--- config.mk ---
export PLATFORM = sky130hd
export DESIGN_NAME = regfile_mp
export DESIGN_NICKNAME = d
export VERILOG_FILES = /design/src/rtl/regfile_mp.sv
export SDC_FILE = /design/constraint.sdc
export NUM_CORES = 1
export LEC_CHECK = 0
export ABC_CLOCK_PERIOD_IN_PS = 5500
export CAP_MARGIN = 20
export CORE_ASPECT_RATIO = 0.8
export CORE_MARGIN = 3
export CORE_UTILIZATION = 26
export DETAILED_ROUTE_END_ITERATION = 8
export GPL_ROUTABILITY_DRIVEN = 0
export PLACE_DENSITY = 0.43
export REMOVE_ABC_BUFFERS = 1
export SLEW_MARGIN = 15
export SYNTH_ARGS = -nofsm -noshare
export SYNTH_HDL_FRONTEND = slang
export SYNTH_SLANG_ARGS = --single-unit
--- constraint.sdc ---
create_clock -name clk -period 5.5 [get_ports clk]
set_input_delay 1.65 -clock clk [delete_from_list [all_inputs] [get_ports clk]]
set_output_delay 1.65 -clock clk [all_outputs]
set_load 0.05 [all_outputs]
--- src/rtl/regfile_mp.sv ---
// Multi-port register file: NREAD combinational read ports, one write port, and a
// sequential clear sweep. Define REGFILE_BYPASS_EN to forward same-cycle writes to reads.
module regfile_mp #(
    parameter int unsigned ADDR_WIDTH = 5,
    parameter int unsigned DATA_WIDTH = 32,
    parameter int unsigned NREAD      = 2,
    parameter int unsigned ZERO_REG   = 1
) (
    input  logic                        clk,
    input  logic                        rst,
    input  logic [NREAD*ADDR_WIDTH-1:0] raddr,
    output logic [NREAD*DATA_WIDTH-1:0] rdata,
    input  logic                        wen,
    input  logic [ADDR_WIDTH-1:0]       waddr,
    input  logic [DATA_WIDTH-1:0]       wdata,
    input  logic                        clr_req,
    output logic                        busy,
    output logic                        wr_drop
);

    localparam int unsigned Depth = 2 ** ADDR_WIDTH;

    typedef enum logic [0:0] {StIdle, StClear} state_e;

    state_e                  state_q, state_d;
    logic [ADDR_WIDTH-1:0]   cidx_q, cidx_d;
    logic                    wr_drop_q, wr_drop_d;
    logic [DATA_WIDTH-1:0]   mem_q [Depth];

    logic                    mem_we;
    logic [ADDR_WIDTH-1:0]   mem_waddr;
    logic [DATA_WIDTH-1:0]   mem_wdata;
    logic                    wr_zero;
    logic                    wr_commit;

    assign busy    = (state_q == StClear);
    assign wr_drop = wr_drop_q;

    always_comb begin
        wr_zero   = (ZERO_REG != 0) && (waddr == '0);
        // A write only lands when idle, not colliding with a clear, and not to the zero entry.
        wr_commit = !rst && (state_q == StIdle) && wen && !clr_req && !wr_zero;

        state_d   = state_q;
        cidx_d    = cidx_q;
        wr_drop_d = 1'b0;
        mem_we    = 1'b0;
        mem_waddr = waddr;
        mem_wdata = wdata;

        if (rst) begin
            state_d = StClear;
            cidx_d  = '0;
        end else begin
            unique case (state_q)
                StIdle: begin
                    wr_drop_d = wen && clr_req;
                    if (clr_req) begin
                        state_d = StClear;
                        cidx_d  = '0;
                    end else if (wr_commit) begin
                        mem_we = 1'b1;
                    end
                end
                StClear: begin
                    wr_drop_d = wen;
                    mem_we    = 1'b1;
                    mem_waddr = cidx_q;
                    mem_wdata = '0;
                    cidx_d    = cidx_q + 1'b1;
                    if (cidx_q == '1) begin
                        state_d = StIdle;
                    end
                end
            endcase
        end
    end

    always_ff @(posedge clk) begin
        state_q   <= state_d;
        cidx_q    <= cidx_d;
        wr_drop_q <= wr_drop_d;
    end

    // Storage needs no reset: the post-reset sweep zeroes it.
    always_ff @(posedge clk) begin
        if (mem_we) begin
            mem_q[mem_waddr] <= mem_wdata;
        end
    end

    for (genvar k = 0; k < NREAD; k++) begin : g_rd
        logic [ADDR_WIDTH-1:0] ra;
        logic [DATA_WIDTH-1:0] rd;

        assign ra = raddr[k*ADDR_WIDTH +: ADDR_WIDTH];

        always_comb begin
            rd = mem_q[ra];
`ifdef REGFILE_BYPASS_EN
            if (wr_commit && (ra == waddr)) begin
                rd = wdata;
            end
`endif
            if (busy || rst || ((ZERO_REG != 0) && (ra == '0))) begin
                rd = '0;
            end
        end

        assign rdata[k*DATA_WIDTH +: DATA_WIDTH] = rd;
    end

endmodule
# Yosys cells after proc, flatten, opt, wreduce, memory -nomap -nowiden
# Memory sizes are Yosys's and may differ from the RTL's.
# Index checks and enable logic that the tools add are counted.
# op_classes
addsub,1
n_eq_ne,2
n_bitwise,1
n_mux,18
n_reduce_logical,14
# ops
cell,count
32-bit two-way mux,4
5-bit zero test,3
5-bit two-way mux,3
5-bit one-hot mux with 2 select lines,1
1-bit two-way mux,7
1-bit one-hot mux with 2 select lines,3
5-bit by 1-bit adder with 5-bit output (second input constant),1
5-bit equality test (second input constant),1
1-bit logical AND,5
1-bit zero test,3
1-bit logical OR,3
2-bit != test (second input constant),1
1-bit inverter,1
# word_totals
memories,1
regBits,7
in_bits,51
mem_bits_rw,1024
out_inout_bits,66
# memory_table
memory,words,width,rd,rd_ports_with_merged_regs,write_ports,line_no,rtl
mem_q,32,32,2,0,1,28,logic [DATA_WIDTH-1:0] mem_q [Depth];

# Depth between registers and ports, before layout
# Gate-level depths: netlist of run 1.
# depth
ltp_word,11
ltp_mapped,8
ltp_nobuf,5

# Least setup slack after synthesis of run 1
# Ideal clock, no wire load.
# synth_timing
kind,input to output
start,input port raddr[2]
end,output port rdata[18]
path_stages,7
path_slack_ps,467
required_ps,3850
arrival_time_ps,3383
cell_sequence,buf_2 > buf_6 > clkbuf_1 > mux4_2 > mux2_2 > nand2_1 > nand4_1
# synth_via
elab_chain_cells,3
elab_cells_between_ends,4
classes_between,mux: 1; reduce/logical: 2; memory: 1
# synth_rtl
element,line_no,rtl
start: declaration,11,"input logic [NREAD*ADDR_WIDTH-1:0] raddr,"
"parallel branches: the longest is 2 deep, another holds memory read 32 x 32 bit",n/a,
32-bit two-way mux *,105,if (busy || rst || ((ZERO_REG != 0) && (ra == '0))) begin
end: declaration,12,"output logic [NREAD*DATA_WIDTH-1:0] rdata,"
# Mark *: on every way between the ends.

# Final worst setup path of run 1
# layout_timing
start,input port raddr[6]
end,output port rdata[38]
# The elaborated chain is that of the path after synthesis.

==> results of run 1 <==
[power groups by stage]
stage               Combinational, uW  Sequential (uW)  Clock [uW]
floorplan                         638             8910           0
detailed placement               1480             8910           0
global route                     1550             8750        7740
finish                           1470             8740        7210
global placement                 1480             8910           0
CTS                              1480             8740        7400
[cell families after synthesis]
logic type                 Yosys count  synth area share, %
adders and majority gates            2               0.0508
AOI/OAI and AO/OA                  396                 6.00
DFF                               1031                 62.7
xor gates and xnor gates             1               0.0178
and+or+nand+nor                    448                 4.75
muxes                              965                 23.6
buffers and inverters              246                 2.90
[layer usage]
layer	track usage [%]	vias to the layer above
li1	-	13200
met1	26.4	16300
met2	27.7	981
met3	2.84	218
met4	3.53	0
met5	0	-
[tightest hold or removal path, stage by stage (launching register included)]
cell,delay (ps)
dfxtp_1,350
o21ai_0,90
a21oi_1,60
[final cells by class]
class | instances | area, sq um | share of cell area (%)
diodes | 3 | 7.51 | 0.0125
flip-flops and latches | 1031 | 30900 | 51.4
inverters | 2 | 7.51 | 0.0125
clock inverters | 63 | 425 | 0.707
multi-input cells | 1812 | 17400 | 28.9
clock buffers | 150 | 3020 | 5.02
well taps | 2520 | 3150 | 5.24
repair buffers | 393 | 5290 | 8.79
[metrics by stage]
| step | setup WS [ps] | cell area [sq um] | TNS, ps |
|---|---|---|---|
| after floorplan | -770 | 47800 | -49270 |
| after global placement | -83.8 | 56700 | -273 |
| after detailed placement | -87.1 | 56700 | -302 |
| after CTS | 7.20 | 60100 | 0 |
| after global routing | 2.94 | 60100 | 0 |
| final | 5.52 | 60100 | 0 |
[state kept, by name, indices dropped and copies added (netlist names)]
register	flops
mem_q	1024
wr_drop	1
cidx_q	5
busy	1
[worst paths after layout]
check | end | from | slack (ps) | cells past startpoint
worst min-delay path | cidx_q[2] | cidx_q[2] | 550 | 2
worst min register to register | cidx_q[2] | cidx_q[2] | 550 | 2
worst max register to register | mem_q[27][30] | busy | 2400 | 6
worst max-delay path | rdata[38] | raddr[6] | 6 | 8
[cell usage after synthesis, drive strengths merged]
| cell type | count |
|---|---|
| or2 | 1 |
| nand3 | 193 |
| nor3 | 4 |
| clkbuf | 96 |
| xnor2 | 1 |
| nand4 | 64 |
| ha | 2 |
| nor4bb | 2 |
| o21ai | 1 |
| nand4bb | 1 |
| inv | 2 |
| nor2 | 43 |
| nand2b | 2 |
| dfxtp | 7 |
| nand3b | 1 |
| buf | 148 |
| and2 | 36 |
| nor4b | 8 |
| nand2 | 76 |
| a21oi | 6 |
| a31o | 3 |
| a22oi | 384 |
| edfxtp | 1024 |
| a31oi | 2 |
| mux2i | 772 |
| nor3b | 5 |
| mux4 | 128 |
| and3 | 3 |
| nor2b | 9 |
| mux2 | 65 |
[repair_timing]
item,in CTS,in global routing
hold buffers,0,0
gates resized for setup,4,1
buffers inserted,0,0
endpoints found under the setup margin,7,3
pin swaps,4,2
==> impl_metrics.tcl, run 1 <==
set metrics [dict create \
    outcome "finished clean" \
    critPathTopFamily "buffers and inverters" \
    h-tree-depth 3 \
    finalPower_uw 17400 \
    required_ps 3850 \
    maxSlewViolCount 0 \
    drt-met1-wl_um 85000 \
    clockRootBuffer "clkbuf_16" \
    grt_pass1_wl_um 247000 \
    ys_types 38 \
    worst-path-buf-inv 4 \
    period_share_pct 99.9 \
    final_cells 5974 \
    wl_um 178000 \
    period_needed_ps 5490 \
    highest_layer "met4" \
    yosys.area.top_type "edfxtp_1" \
    slowest_stage "mux4_1" \
    crit_top_cell "buf_12" \
    hold_path_class "reg -> reg" \
    die_x_um 493 \
    dr_wl_met3_um 9840 \
    finClkSkew_ps 28.5 \
    post_drt_wl_per_cell_um 29.8 \
    die_area_sq_mm 0.195 \
    die_h_um 395 \
    crit_path_end_kind "primary output" \
    drcViolationCount 0 \
    combinationalPowerShare_pct 8.4 \
    via_per_inst 5.14 \
    crit_type "in -> out" \
    ir_worst_vdd_v 0.000228 \
    clkTransAtPathRegs_ps 60 \
    dp_hpwl_um 112000 \
    grt_pass1_vias 31000 \
    slowest_delay_ps 540 \
    power.leakage_uw 0.0211 \
    cts_tree "built" \
    switchingPower_uw 4120 \
    grt_start_max_net_pins 61 \
    numCtsBuffers 113 \
    clkSinkCount 1031 \
    ys_warn_count 0 \
    pwr_density_cell_mw_per_mm2 290 \
    io_buffers 116 \
    netSwitchingFraction_pct 23.6 \
    grt_overflow_total 0 \
    final_net_count 3406 \
    ys_seq_area_share_pct 62.7 \
    drt_iter0_drc 2846 \
    clockPowerShare_pct 41.4 \
    timing.final.hold_violations 0 \
    syn_area_sq_mm 0.0493 \
    wl_met2_um 80200 \
    worstMarginPinSlew_ps 1100 \
    dr_total_vias 30700 \
    crit_path_start_kind "input port" \
    synthTopCellsByArea "edfxtp_1, mux2i_1, a22oi_1" \
    cts_buffer_depth 3 \
    numPlacedInstances 5759 \
    p_int_uw 13300 \
    fp.coreArea_sq_mm 0.188 \
    start_util_pct 26.2 \
    synth.top_cell.area_share_pct 62.4 \
    drive_above_1_share_pct 19.8 \
    syn_area_per_cell_sq_um 15.9 \
    antenna_found_initial 9 \
    layout_common_cells "edfxtp_1, mux2i_1, a22oi_1" \
    syn_to_final_growth_pct 22.1 \
    arrival_ps 3840 \
    final_common_cell "edfxtp_1" \
    io_pins 117 \
    post-route-util_pct 32.0 \
    fmax_ghz 0.182 \
    grt.total_usage_pct 17.9 \
    slew_headroom_pct 26.2 \
    rows 142 \
    synth_seq_cells 1031 \
    rsz0062_at_grt "false" \
    ant_nets 0 \
    p_seq_share_pct 50.2 \
    insertion_delay_ps 750 \
    n_fill_cell 18300 \
    drtPass1Iterations 5 \
    synthCells 3089 \
    finalSetupViolCount 0 \
    max_cap_viol_count 0 \
    worst-path-max-fanout 17 \
    hold-worst-slack_ps 552 \
    crit_chain "buf_8, buf_12, buf_4, mux4_1, mux2_2, nand2_1, nand4_1, buf_12" \
]
(Power assumes the default switching activity.)
==> run 2, diff against run 1 <==
--- a/config.mk
+++ b/config.mk
@@ -18,3 +18,4 @@
 export SYNTH_ARGS = -nofsm -noshare
 export SYNTH_HDL_FRONTEND = slang
 export SYNTH_SLANG_ARGS = --single-unit
+export TNS_END_PERCENT = 20
==> run 2 against run 1 <==
Net effect:
- setup slack better by 39 ps
- routed wire length about the same
- via count down 0.21%
- maximum frequency grew 0.71%
- critical path depth is the same
- flip-flop and latch count unchanged
- hold slack is essentially flat
==> impl_metrics.tcl, run 2 (synthesis gave the netlist of run 1 again) <==
set metrics [dict create \
    dr_wl_met3_um 10400 \
    hold_path_class "reg -> reg" \
    finClkSkew_ps 27.5 \
    dr_total_vias 30700 \
    rsz0062_at_grt "false" \
    period_needed_ps 5460 \
    crit_start "raddr[6]" \
    die_x_um 493 \
    design_area_sq_mm 0.0601 \
    maxSlewViolCount 0 \
    crit_path_end_kind "primary output" \
    period_share_pct 99.2 \
    reg.largest.list "mem_q (1024), cidx_q (5)" \
    syn_to_final_growth_pct 22.1 \
    layout_common_cells "edfxtp_1, mux2i_1, a22oi_1" \
    slew_headroom_pct 24.1 \
    numPlacedInstances 5759 \
    drt_iter0_drc 3011 \
    required_ps 3850 \
    wl_met2_um 80000 \
    crit_path_start_kind "input port" \
    finalSetupViolCount 0 \
    final_net_count 3406 \
    via_per_inst 5.13 \
    grt_pass1_wl_um 247000 \
    ant_nets 0 \
    post_drt_wl_per_cell_um 29.8 \
    h-tree-depth 3 \
    grt_overflow_total 0 \
    cts_buffer_depth 3 \
    largest_reg_flops 1024 \
    power.leakage_uw 0.0211 \
    die_h_um 395 \
    grt_start_max_net_pins 61 \
    fp.coreArea_sq_mm 0.188 \
    io_pins 117 \
    highest_layer "met4" \
    cts_tree "built" \
    grt.total_usage_pct 17.9 \
    crit_type "in -> out" \
    grt_pass1_vias 31000 \
    fmax_ghz 0.183 \
    arrival_ps 3810 \
    clockRootBuffer "clkbuf_16" \
    insertion_delay_ps 750 \
    top_register "mem_q" \
    placed_area_sq_mm 0.0567 \
    outcome "finished clean" \
    antenna_found_initial 9 \
    timing.final.hold_violations 0 \
    max_cap_viol_count 0 \
    worstMarginPinSlew_ps 1140 \
    final_cells 5974 \
    r2r_start "busy" \
    numCtsBuffers 113 \
    post-route-util_pct 32.0 \
    hold_buffers 0 \
    rows 142 \
    die_area_sq_mm 0.195 \
    worst_slack_ps 44.4 \
    drcViolationCount 0 \
    final_common_cell "edfxtp_1" \
    io_buffers 116 \
    wl_um 178000 \
    place_ws_ps -87.1 \
    hold_path_startpoint "cidx_q[2]" \
    pwr_density_cell_mw_per_mm2 290 \
    clkTransAtPathRegs_ps 60 \
    cts_setup_buffers 0 \
    ir_worst_vdd_v 0.000226 \
    drive_above_1_share_pct 19.8 \
    worst-path-max-fanout 17 \
    drt-met1-wl_um 84400 \
    clkSinkCount 1031 \
    dp_hpwl_um 112000 \
    start_util_pct 26.2 \
    hold-worst-slack_ps 552 \
    drtPass1Iterations 8 \
]
run 2: metal layers:
layer | up-vias | GRT usage [%]
met3 | 220 | 2.84
met2 | 1024 | 27.7
li1 | 13300 | -
met4 | 0 | 3.55
met1 | 16200 | 26.4
met5 | - | 0
run 2: what timing repair did:
item	in CTS	in global routing
gates resized for setup	3	3
pin swaps	3	4
setup endpoints to repair	7	12
run 2: final timing paths:
path	end	slack, ps	cells after the start
hold reg to reg	cidx_q[2]	550	2
hold / removal	cidx_q[2]	550	2
setup reg to reg	mem_q[27][30]	2370	6
setup / recovery	rdata[35]	40	8
run 2: where the power goes:
| part | total [uW] | internal, uW | switching [uW] |
|---|---|---|---|
| Sequential | 8740 | 8720 | 27.4 |
| Combinational | 1470 | 595 | 876 |
| Clock | 7210 | 3990 | 3220 |
| Total | 17400 | 13300 | 4120 |
run 2: cell type report:
type                            count  area [sq um]
Fill cell                       18300        128000
Tap cell                         2520          3150
Sequential cell                  1031         30900
Clock buffer                      150          3020
Timing Repair Buffer              393          5290
Multi-Input combinational cell   1812         17400
Clock inverter                     63           425
Antenna cell                        3          7.51
Inverter                            2          7.51
run 2: stage by stage:
stage	TNS, ps	power (uW)
final	0	17400
after floorplan	-49270	9540
after CTS	-107	17600
after global placement	-273	10400
after global routing	0	18000
after detailed placement	-302	10400
run 2: worst max-delay path: stages:
cell	delay (ps)
buf_8	250
buf_12	220
buf_4	180
mux4_1	540
mux2_2	310
nand2_1	100
nand4_1	250
buf_12	240
